===== config.mk =====
export PLATFORM = sky130hd
export DESIGN_NAME = tl_sensor_flat
export DESIGN_NICKNAME = d
export VERILOG_FILES = /design/src/rtl/tl_pkg.sv /design/src/rtl/tl_sensor_if.sv /design/src/rtl/tl_lane.sv /design/src/rtl/tl_sensor.sv /design/src/flat_wrapper.sv
export SDC_FILE = /design/constraint.sdc
export NUM_CORES = 1
export LEC_CHECK = 0
export CORE_MARGIN = 2
export CORE_UTILIZATION = 54
export DETAILED_ROUTE_END_ITERATION = 8
export GPL_ROUTABILITY_DRIVEN = 0
export PLACE_DENSITY = 0.79
export SKIP_CTS_REPAIR_TIMING = 1
export SYNTH_ARGS = -nofsm -noshare
export SYNTH_HDL_FRONTEND = slang
export SYNTH_HIERARCHICAL = 1
export SYNTH_SLANG_ARGS = --single-unit

===== constraint.sdc =====
create_clock -name clk -period 3.16 [get_ports clk]
set_clock_uncertainty 0.2 [all_clocks]
set_input_delay 0.632 -clock clk [delete_from_list [all_inputs] [get_ports clk]]
set_output_delay 0.632 -clock clk [all_outputs]
set_load 0.01 [all_outputs]

===== src/rtl/tl_pkg.sv =====
// ---------------------------------------------------------------------------
// tl_pkg
// Shared definitions for the traffic-light sensor slice:
//   - 2-bit light encoding driven by the controller (GREEN/YELLOW/RED/ILLEGAL)
//   - lane FSM state encoding
//   - departure-timer width and a light decode helper
// Imported by tl_lane, tl_sensor and the controller (tl_cntr).
// ---------------------------------------------------------------------------
package tl_pkg;

  localparam logic [1:0] GREEN   = 2'b00;
  localparam logic [1:0] YELLOW  = 2'b01;
  localparam logic [1:0] RED     = 2'b10;
  localparam logic [1:0] ILLEGAL = 2'b11;

  // Departure timer holds 1..DEP_CYC, DEP_CYC at most 15.
  localparam int TMR_W = 4;

  typedef enum logic [1:0] {
    LANE_EMPTY = 2'b00,
    LANE_WAIT  = 2'b01,
    LANE_FLOW  = 2'b10
  } lane_state_e;

  // Only the GREEN code lets traffic flow; YELLOW and the illegal code do not.
  function automatic logic is_green(input logic [1:0] light);
    return (light == GREEN);
  endfunction

endpackage


===== src/rtl/tl_sensor_if.sv =====
// ---------------------------------------------------------------------------
// tl_sensor_if
// Bundles the light inputs, arrival pulses and sensor outputs of tl_sensor.
//   master : controller/environment side (drives lights and arrivals)
//   slave  : tl_sensor side (drives sensors, counts and sticky flags)
// ---------------------------------------------------------------------------
interface tl_sensor_if #(
  parameter int QW = 4
);

  logic [1:0]    La;
  logic [1:0]    Lb;
  logic          arr_a;
  logic          arr_b;
  logic          Ta;
  logic          Tb;
  logic [QW-1:0] qcnt_a;
  logic [QW-1:0] qcnt_b;
  logic          ovf_a;
  logic          ovf_b;
  logic          conflict;

  modport master (
    output La, Lb, arr_a, arr_b,
    input  Ta, Tb, qcnt_a, qcnt_b, ovf_a, ovf_b, conflict
  );

  modport slave (
    input  La, Lb, arr_a, arr_b,
    output Ta, Tb, qcnt_a, qcnt_b, ovf_a, ovf_b, conflict
  );

endinterface


===== src/rtl/tl_lane.sv =====
// ---------------------------------------------------------------------------
// tl_lane
// One street: lane FSM (EMPTY/WAIT/FLOW), departure timer, saturating
// vehicle counter and sticky overflow flag.
// Ports:
//   clk, reset  : clock, asynchronous active-high reset
//   i_light     : light code for this street
//   i_arr       : one-cycle arrival pulse
//   o_qcnt      : registered vehicle count
//   o_ovf       : sticky, an arrival was dropped on a full queue
// ---------------------------------------------------------------------------
module tl_lane
  import tl_pkg::*;
#(
  parameter int QW      = 4,
  parameter int DEP_CYC = 3
) (
  input  logic          clk,
  input  logic          reset,
  input  logic [1:0]    i_light,
  input  logic          i_arr,
  output logic [QW-1:0] o_qcnt,
  output logic          o_ovf
);

  localparam logic [QW-1:0]    Q_MAX   = {QW{1'b1}};
  localparam logic [QW-1:0]    Q_ZERO  = {QW{1'b0}};
  localparam logic [QW-1:0]    Q_ONE   = QW'(1);
  localparam logic [TMR_W-1:0] TMR_END = TMR_W'(DEP_CYC);
  localparam logic [TMR_W-1:0] TMR_ONE = TMR_W'(1);
  localparam logic [TMR_W-1:0] TMR_CLR = {TMR_W{1'b0}};

  lane_state_e      r_state;
  logic [QW-1:0]    r_q;
  logic [TMR_W-1:0] r_tmr;
  logic             r_ovf;

  lane_state_e      w_state_nxt;
  logic [QW-1:0]    w_q_nxt;
  logic [TMR_W-1:0] w_tmr_nxt;
  logic             w_ovf_nxt;
  logic             w_green;
  logic             w_dep;

  // Next-state, count, timer and overflow decode for the lane.
  always_comb begin
    w_state_nxt = r_state;
    w_q_nxt     = r_q;
    w_tmr_nxt   = r_tmr;
    w_ovf_nxt   = r_ovf;
    w_green     = is_green(i_light);
    // A departure needs a live green on the edge the timer sits at DEP_CYC;
    // the non-zero guard keeps the count from wrapping below zero.
    w_dep       = (r_state == LANE_FLOW) && w_green &&
                  (r_tmr == TMR_END) && (r_q != Q_ZERO);

    // Coincident arrival and departure cancel, so a full queue does not flag overflow.
    if (i_arr && !w_dep) begin
      if (r_q == Q_MAX) begin
        w_ovf_nxt = 1'b1;
      end else begin
        w_q_nxt = r_q + Q_ONE;
      end
    end else if (w_dep && !i_arr) begin
      w_q_nxt = r_q - Q_ONE;
    end else begin
      w_q_nxt = r_q;
    end

    case (r_state)
      LANE_EMPTY: begin
        if (i_arr) begin
          w_state_nxt = w_green ? LANE_FLOW : LANE_WAIT;
        end else begin
          w_state_nxt = LANE_EMPTY;
        end
      end
      LANE_WAIT: begin
        if (w_green) begin
          w_state_nxt = LANE_FLOW;
        end else begin
          w_state_nxt = LANE_WAIT;
        end
      end
      LANE_FLOW: begin
        if (!w_green) begin
          w_state_nxt = LANE_WAIT;
        end else if (w_q_nxt == Q_ZERO) begin
          w_state_nxt = LANE_EMPTY;
        end else begin
          w_state_nxt = LANE_FLOW;
        end
      end
      default: begin
        w_state_nxt = LANE_EMPTY;
      end
    endcase

    // Timer starts at 1 on the edge that enters FLOW, so the first departure
    // lands DEP_CYC edges after green is first sampled with vehicles queued.
    if (w_state_nxt == LANE_FLOW) begin
      if (r_state != LANE_FLOW) begin
        w_tmr_nxt = TMR_ONE;
      end else if (w_dep) begin
        w_tmr_nxt = TMR_ONE;
      end else begin
        w_tmr_nxt = r_tmr + TMR_ONE;
      end
    end else begin
      w_tmr_nxt = TMR_CLR;
    end
  end

  // Lane state, count, timer and overflow registers.
  always_ff @(posedge clk or posedge reset) begin
    if (reset) begin
      r_state <= LANE_EMPTY;
      r_q     <= Q_ZERO;
      r_tmr   <= TMR_CLR;
      r_ovf   <= 1'b0;
    end else begin
      r_state <= w_state_nxt;
      r_q     <= w_q_nxt;
      r_tmr   <= w_tmr_nxt;
      r_ovf   <= w_ovf_nxt;
    end
  end

  assign o_qcnt = r_q;
  assign o_ovf  = r_ovf;

endmodule


===== src/rtl/tl_sensor.sv =====
// ---------------------------------------------------------------------------
// tl_sensor
// Vehicle-queue sensor for a two-street intersection. Two tl_lane instances
// track the queues; the top decodes Ta/Tb and watches for unsafe lights.
// Ports:
//   clk, reset : clock, asynchronous active-high reset
//   bus        : tl_sensor_if.slave (La, Lb, arr_a, arr_b in;
//                Ta, Tb, qcnt_a, qcnt_b, ovf_a, ovf_b, conflict out)
// ---------------------------------------------------------------------------
module tl_sensor
  import tl_pkg::*;
#(
  parameter int QW      = 4,
  parameter int DEP_CYC = 3
) (
  input  logic          clk,
  input  logic          reset,
  tl_sensor_if.slave    bus
);

  logic [QW-1:0] w_qcnt_a;
  logic [QW-1:0] w_qcnt_b;
  logic          w_ovf_a;
  logic          w_ovf_b;
  logic          w_unsafe;
  logic          r_conflict;

  tl_lane #(.QW(QW), .DEP_CYC(DEP_CYC)) u_lane_a (
    .clk     (clk),
    .reset   (reset),
    .i_light (bus.La),
    .i_arr   (bus.arr_a),
    .o_qcnt  (w_qcnt_a),
    .o_ovf   (w_ovf_a)
  );

  tl_lane #(.QW(QW), .DEP_CYC(DEP_CYC)) u_lane_b (
    .clk     (clk),
    .reset   (reset),
    .i_light (bus.Lb),
    .i_arr   (bus.arr_b),
    .o_qcnt  (w_qcnt_b),
    .o_ovf   (w_ovf_b)
  );

  // Unsafe when neither street is held at RED, or any light code is illegal.
  always_comb begin
    w_unsafe = ((bus.La != RED) && (bus.Lb != RED)) ||
               (bus.La == ILLEGAL) || (bus.Lb == ILLEGAL);
  end

  // Sticky conflict flag, cleared only by reset.
  always_ff @(posedge clk or posedge reset) begin
    if (reset) begin
      r_conflict <= 1'b0;
    end else begin
      r_conflict <= r_conflict | w_unsafe;
    end
  end

  assign bus.qcnt_a   = w_qcnt_a;
  assign bus.qcnt_b   = w_qcnt_b;
  assign bus.Ta       = |w_qcnt_a;
  assign bus.Tb       = |w_qcnt_b;
  assign bus.ovf_a    = w_ovf_a;
  assign bus.ovf_b    = w_ovf_b;
  assign bus.conflict = r_conflict;

endmodule


===== src/flat_wrapper.sv =====
// flat-port wrapper written by rule: the top's interface ports become plain ports
module tl_sensor_flat import tl_pkg::*;
#(
  parameter int QW      = 4,
  parameter int DEP_CYC = 3
)
  (clk, reset, bus_La, bus_Lb, bus_arr_a, bus_arr_b, bus_Ta, bus_Tb, bus_qcnt_a, bus_qcnt_b, bus_ovf_a, bus_ovf_b, bus_conflict);
  tl_sensor_if #(.QW(QW)) bus_i ();
  input  logic clk;
  input  logic reset;
  input wire logic [$bits(bus_i.La)-1:0] bus_La;
  input wire logic [$bits(bus_i.Lb)-1:0] bus_Lb;
  input wire logic [$bits(bus_i.arr_a)-1:0] bus_arr_a;
  input wire logic [$bits(bus_i.arr_b)-1:0] bus_arr_b;
  output wire logic [$bits(bus_i.Ta)-1:0] bus_Ta;
  output wire logic [$bits(bus_i.Tb)-1:0] bus_Tb;
  output wire logic [$bits(bus_i.qcnt_a)-1:0] bus_qcnt_a;
  output wire logic [$bits(bus_i.qcnt_b)-1:0] bus_qcnt_b;
  output wire logic [$bits(bus_i.ovf_a)-1:0] bus_ovf_a;
  output wire logic [$bits(bus_i.ovf_b)-1:0] bus_ovf_b;
  output wire logic [$bits(bus_i.conflict)-1:0] bus_conflict;
  assign bus_i.La = bus_La;
  assign bus_i.Lb = bus_Lb;
  assign bus_i.arr_a = bus_arr_a;
  assign bus_i.arr_b = bus_arr_b;
  assign bus_Ta = bus_i.Ta;
  assign bus_Tb = bus_i.Tb;
  assign bus_qcnt_a = bus_i.qcnt_a;
  assign bus_qcnt_b = bus_i.qcnt_b;
  assign bus_ovf_a = bus_i.ovf_a;
  assign bus_ovf_b = bus_i.ovf_b;
  assign bus_conflict = bus_i.conflict;
  tl_sensor #(.QW(QW), .DEP_CYC(DEP_CYC)) u_core (.clk(clk), .reset(reset), .bus(bus_i));
endmodule

=== Yosys cells after proc, flatten, opt, wreduce, memory -nomap -nowiden ===
Cells that the tools add are included.

* Register bits after elaboration: 23
* Bits in latches: 0
* Memory bits (writable): 0
* ROM bits: 0
* Word-level logic and storage cells: 83
* Memories: 0

* Add/sub/neg operators: 6
* Multipliers: 0
* Divide/modulo/power cells: 0
* $lt $le $gt $ge: 0
* Equality and inequality tests: 16
* Shift operators: 0
* Multiplexer cells: 22
* Bitwise gates (word level): 1
* Reduce and logical (&&, ||, !) cells: 29

{| class="wikitable"
|+ Operators by type and width
! cell !! number
|-
| 4-bit 2-to-1 mux || 12
|-
| 4-bit by 1-bit adder with 4-bit output, second input constant || 4
|-
| 2-bit 2-to-1 mux || 8
|-
| 2-bit equality test, second input constant || 6
|-
| 2-bit case mux with 3 select lines || 2
|-
| 1-bit logical AND || 11
|-
| 4-bit by 2-bit equality test with 1-bit output, second input constant || 2
|-
| 4-bit equality test, second input constant || 2
|-
| 2-bit logical NOT || 4
|-
| 4-bit logical NOT || 2
|-
| 2-bit != test, second input constant || 4
|-
| 4-bit nonzero test || 2
|-
| 4-bit OR reduction || 2
|-
| 4-bit by 1-bit subtractor with 4-bit output, second input constant || 2
|-
| 2-bit by 1-bit equality test with 1-bit output, second input constant || 2
|-
| 1-bit logical NOT || 4
|-
| 2-bit AND reduction || 2
|-
| 1-bit logical OR || 2
|-
| 1-bit bitwise OR || 1
|}

=== Depth between registers and ports, before layout ===
* Depth in word-level cells: 13
* Gate-level depth with buffers: 8
* Depth with buffers taken out: 8

=== By module ===
The synthesis kept the hierarchy.

{| class="wikitable"
|+ By module, submodules not included
! module !! times used !! cells each !! area an instance (um2) !! sequential area each (um2)
|-
| tl_lane || 2 || 76 || 750.7 || 275.3
|-
| tl_sensor || 1 || 8 || 66.3 || 25.0
|}

=== Least setup slack after synthesis ===
OpenSTA, ideal clock, no wires.

* Kind: input port to flip-flop
* Start: in bus_La[1]
* End: reg u_core.u_lane_a.r_tmr[0]
* Library setup time: 0.087 ns
* Arrival: 2.312 ns
* Path slack: 0.561 ns
* Cell stages on the path: 6
* Buffers on the path: 0
* Cells stage by stage: or4b_4 nor3_4 mux2_1 mux2i_2 o31ai_4 a22oi_1

* Word-level cells in the longest chain between the ends: 13
* Elaborated cells on any way between the ends: 19
* Those cells by class: eq/ne (1); mux (10); reduce/logical (8)

{| class="wikitable"
|+ Ends and longest elaborated chain
! what !! RTL line !! text
|-
| start: declaration || flat_wrapper.sv:11 || <nowiki>input wire logic [$bits(bus_i.La)-1:0] bus_La;</nowiki>
|-
| 2-bit logical NOT (*) || tl_pkg.sv:27 || <nowiki>return (light == GREEN);</nowiki>
|-
| 1-bit logical AND (*) (2 in a row) || tl_lane.sv:54 || <nowiki>w_dep = (r_state == LANE_FLOW) && w_green &&</nowiki>
|-
| 1-bit logical AND (*) || tl_lane.sv:55 || <nowiki>(r_tmr == TMR_END) && (r_q != Q_ZERO);</nowiki>
|-
| 1-bit logical AND / 1-bit logical NOT (equally long branches) || tl_lane.sv:64, tl_lane.sv:58 ||
|-
| 4-bit 2-to-1 mux / 1-bit logical AND (equally long branches) || tl_lane.sv:64, tl_lane.sv:58 ||
|-
| 4-bit 2-to-1 mux (*) || tl_lane.sv:58 || <nowiki>if (i_arr && !w_dep) begin</nowiki>
|-
| named net u_core.u_lane_a.w_q_nxt[1] || tl_lane.sv:39 || <nowiki>logic [QW-1:0] w_q_nxt;</nowiki>
|-
| 4-bit logical NOT (*) || tl_lane.sv:88 || <nowiki>end else if (w_q_nxt == Q_ZERO) begin</nowiki>
|-
| 2-bit 2-to-1 mux (*) || tl_lane.sv:88 ||
|-
| 2-bit 2-to-1 mux (*) || tl_lane.sv:86 || <nowiki>if (!w_green) begin</nowiki>
|-
| 2-bit case mux with 3 select lines (*) || tl_lane.sv:70 || <nowiki>case (r_state)</nowiki>
|-
| 2-bit equality test (*) || tl_lane.sv:101 || <nowiki>if (w_state_nxt == LANE_FLOW) begin</nowiki>
|-
| 4-bit 2-to-1 mux (*) || tl_lane.sv:101 ||
|-
| named net u_core.u_lane_a.w_tmr_nxt[0] || tl_lane.sv:40 || <nowiki>logic [TMR_W-1:0] w_tmr_nxt;</nowiki>
|-
| end signal: assignment || tl_lane.sv:124 || <nowiki>r_tmr <= w_tmr_nxt;</nowiki>
|-
| end: declaration || tl_lane.sv:35 || <nowiki>logic [TMR_W-1:0] r_tmr;</nowiki>
|}

The timed path passes the listed nets; every way through them passes the cells marked *.
A chain may end at the register's enable or synchronous reset.

=== Final worst setup path ===
Ends and elaborated chain as after synthesis.

==> results.txt <==
----------------------------------------------------
[Outcome]
  Run status ... completed

[Critical path]
  Critical path start-end classification ... input pin to flip-flop
  Type of element capturing the critical path ... flip-flop
  CP peak stage delay ... 0.57 ns
  Startpoint kind of the worst setup timing path ... input pin
  CP delay by family, top ... simple AND/OR/NAND/NOR gates
  Standard cell with the maximum stage delay on the critical path ... or4b_4
  Max FO, Critical Path ... 5
  Worst path buffer plus inverter count ... 1
  Worst path arrival time ... 2.86 ns
  Chain of cells forming the critical path ... clkdlybuf4s50_1, or4b_4, nor3_4, mux2i_1, xnor2_2, o31ai_4, a22oi_1
  Required time at the worst-slack endpoint ... 3.14 ns

[Global route]
  Total Routing Usage GR ... 21.9%
  Via count of the first global-routing pass ... 1304
  GRT Residual Overflow ... 0
  Antenna violations before repair ... 0
  First-pass GRT wire length ... 5750 um
  Pin count of the biggest net entering global routing ... 14

[Floorplanning]
  Number of placement rows ... 19
  Top-level I/O count ... 21
  Effective utilization at floorplan ... 56.9%
  Core Area ... 2760 um^2
  Die area ... 3350 um^2
  Die height ... 57.9 um
  Die Span X ... 57.9 um

[STA]
  Final worst path period need ... 2.88 ns
  Highest attainable clock frequency ... 347 MHz
  Final Max Tran Viols ... 0
  Slew at the pin closest to its max-slew limit ... 0.561 ns
  Number of setup violations in the final report ... 0
  Hold Violations, Final ... 0
  Part of the cycle the worst path needs ... 91.1%
  Unrepaired setup endpoints after global routing ... false
  Headroom to the max-slew limit ... 62.5%
  Hold Worst Slack ... 0.289 ns

[Job]
  Number of maximum-capacitance violations ... 0

[Yosys]
  Synth area leader ... dfrtp_1
  Commonest cells post-synth ... dfrtp_1 (23), inv_1 (13), nor2_1 (12)
  Yosys top cell area share ... 36.7%
  Flip-flop cell with the highest count after synthesis ... dfrtp_1
  Post-synth cell types ... 39
  Number of instances in the synthesized netlist ... 160
  Post-synth EDFFs ... 0
  Area of the mapped netlist ... 1570 um^2
  Synth warn ... 6
  Post-synthesis sequential area ratio ... 36.7%
  Post-Synthesis Mean Instance Area ... 9.80 um^2
  Number of nets produced by synthesis ... 174
  Cells taking the most area after synthesis ... dfrtp_1 (37%), ha_1 (4.8%), nand3_1 (3.2%), inv_1 (3.1%), nor2_1 (2.9%)
  Most frequent cell after synthesis ... dfrtp_1
  FFs w/ async S/R, synth ... 100%
  Post-synthesis sequential element count ... 23

[Power]
  Sum of internal, switching and leakage power ... 0.00124 W
  Reg power frac ... 39.6%
  Net Switching ... 0.000530 W
  Share of power burned in combinational logic ... 49.6%
  Highest ir drop seen on vdd ... 0.000617 V
  Power Internal ... 0.000714 W
  Sw Share ... 42.6%
  Clock power frac ... 10.8%
  Pwr dens ... 660 nW/um^2
  Static leakage ... 0.794 nW

[Clock tree]
  Clock transition at path regs ... 0.13 ns
  Clock buffers created by TritonCTS ... 3
  Maximum clock path buffer count ... 2
  Maximum level of the CTS H-tree ... 1
  Clock network latency to the later pin of the worst-skew pair ... 0.31 ns
  CTS root buf ... clkbuf_4
  TritonCTS clock tree ... built
  Number of clock sinks ... 23

[Hold path]
  Hold crit path type ... input pin to asynchronous set/reset pin

[Drt]
  Detailed Routing Iterations Pass 1 ... 4
  Number of design-rule violations left by the first detailed-router iteration ... 78
  Post-DR vias/cell ... 6.04
  Detail Route Antenna Nets ... 0
  DR DRC count ... 0
  Routed wirelength normalized by instance count ... 15.0 um
  Routed wire length ... 3280 um
  Vias ... 1322

[Final layout]
  Final Util ... 68.3%
  Ant diodes ... 0
  Non-filler instance count after layout ... 219
  Layout cell share with drive strength beyond 1 ... 17.0%
  Syn-to-layout area delta ... 20.2%
  Final net count ... 203

[Placed design]
  HPWL after DPL ... 2550 um
  Placed instance count ... 215
  Number of buffers inserted by port buffering ... 20

----------------------------------------------------
power by group through the flow:
stage | logic (W) | clock network [W] | registers [W]
floorplan | 0.000442 | 0 | 0.000452
global placement | 0.000598 | 0 | 0.000489
detailed placement | 0.000613 | 0 | 0.000495
finish | 0.000617 | 0.000134 | 0.000493
global route | 0.000673 | 0.000152 | 0.000512
CTS | 0.000616 | 0.000141 | 0.000490
layer usage:
layer | global-route usage (%) | part of all wire (%) | up-vias
li1 | - | - | 649
met1 | 26.4 | 42 | 637
met2 | 38.8 | 53 | 30
met3 | 2.23 | 3.3 | 6
met4 | 11.0 | 2.0 | 0
met5 | 0 | 0 | -
cell type report:
cell class	count	area [um^2]
flip-flops and latches	23	576
multi-input cells	116	911
clock inverters	1	5.00
fillers	225	873
inverters	15	56.3
clock buffers	3	22.5
repair buffers	30	275
well taps	31	38.8
final timing paths:
kind	start	cells past startpoint	slack (ns)	endpoint
min in group clk	u_core/u_lane_b/o_ovf	2	0.30	u_core/u_lane_b/o_ovf
hold / removal	reset	2	0.29	u_core/bus.conflict
max in group asynchronous	reset	2	1.98	u_core/u_lane_a/r_state[0]
setup reg to reg	u_core/u_lane_a/r_tmr[0]	7	0.46	u_core/u_lane_a/r_tmr[0]
hold reg to reg	u_core/u_lane_b/o_ovf	2	0.30	u_core/u_lane_b/o_ovf
setup / recovery	bus_La[1]	7	0.28	u_core/u_lane_a/r_tmr[0]
worst register-to-register path: cells and delay by family, from the launching register on:
family          cells  cell delay [ns]
compound gates      5             1.23
simple gates        1             0.54
fa+ha+maj           1             0.20
flops               1             0.40
logic make-up after synthesis:
logic type,after synthesis,synth area share [%]
flops,23,36.7
compound gates,34,18.2
simple gates,62,25.1
fa+ha+maj,6,4.79
mux,8,5.75
buf+inv,21,5.19
xor+xnor,6,4.31
through the flow:
| step | worst slack, ns | TNS, ns | area, um^2 |
|---|---|---|---|
| floorplan | 0.561 | 0 | 1570 |
| global placement | -0.0303 | -0.0303 | 1860 |
| detailed placement | -0.0653 | -0.118 | 1860 |
| CTS | 0.279 | 0 | 1880 |
| global route | 0.170 | 0 | 1880 |
| finish | 0.282 | 0 | 1880 |
layout by cell type (no fill, tap or decap), types with 3 or more instances in the layout:
cell type / n
inv_1: 13
nand2_1: 8
a211oi_1: 4
mux2i_1: 4
a31oi_1: 4
o21ai_0: 3
buf_4: 10
a32o_1: 4
nor3b_1: 6
clkdlybuf4s50_1: 20
o31ai_1: 6
ha_1: 6
nand3_1: 10
dfrtp_1: 23
clkbuf_4: 3
nor3_1: 6
nor2_1: 12
registers in the layout, indices dropped and copies added, names as in the netlist:
name / count
u_core/u_lane_b/o_qcnt: 4
u_core/u_lane_b/o_ovf: 1
u_core/bus.conflict: 1
u_core/u_lane_b/r_state: 2
u_core/u_lane_b/r_tmr: 4
u_core/u_lane_a/r_tmr: 4
u_core/u_lane_a/o_qcnt: 4
u_core/u_lane_a/o_ovf: 1
u_core/u_lane_a/r_state: 2
(Power assumes the default switching activity.)
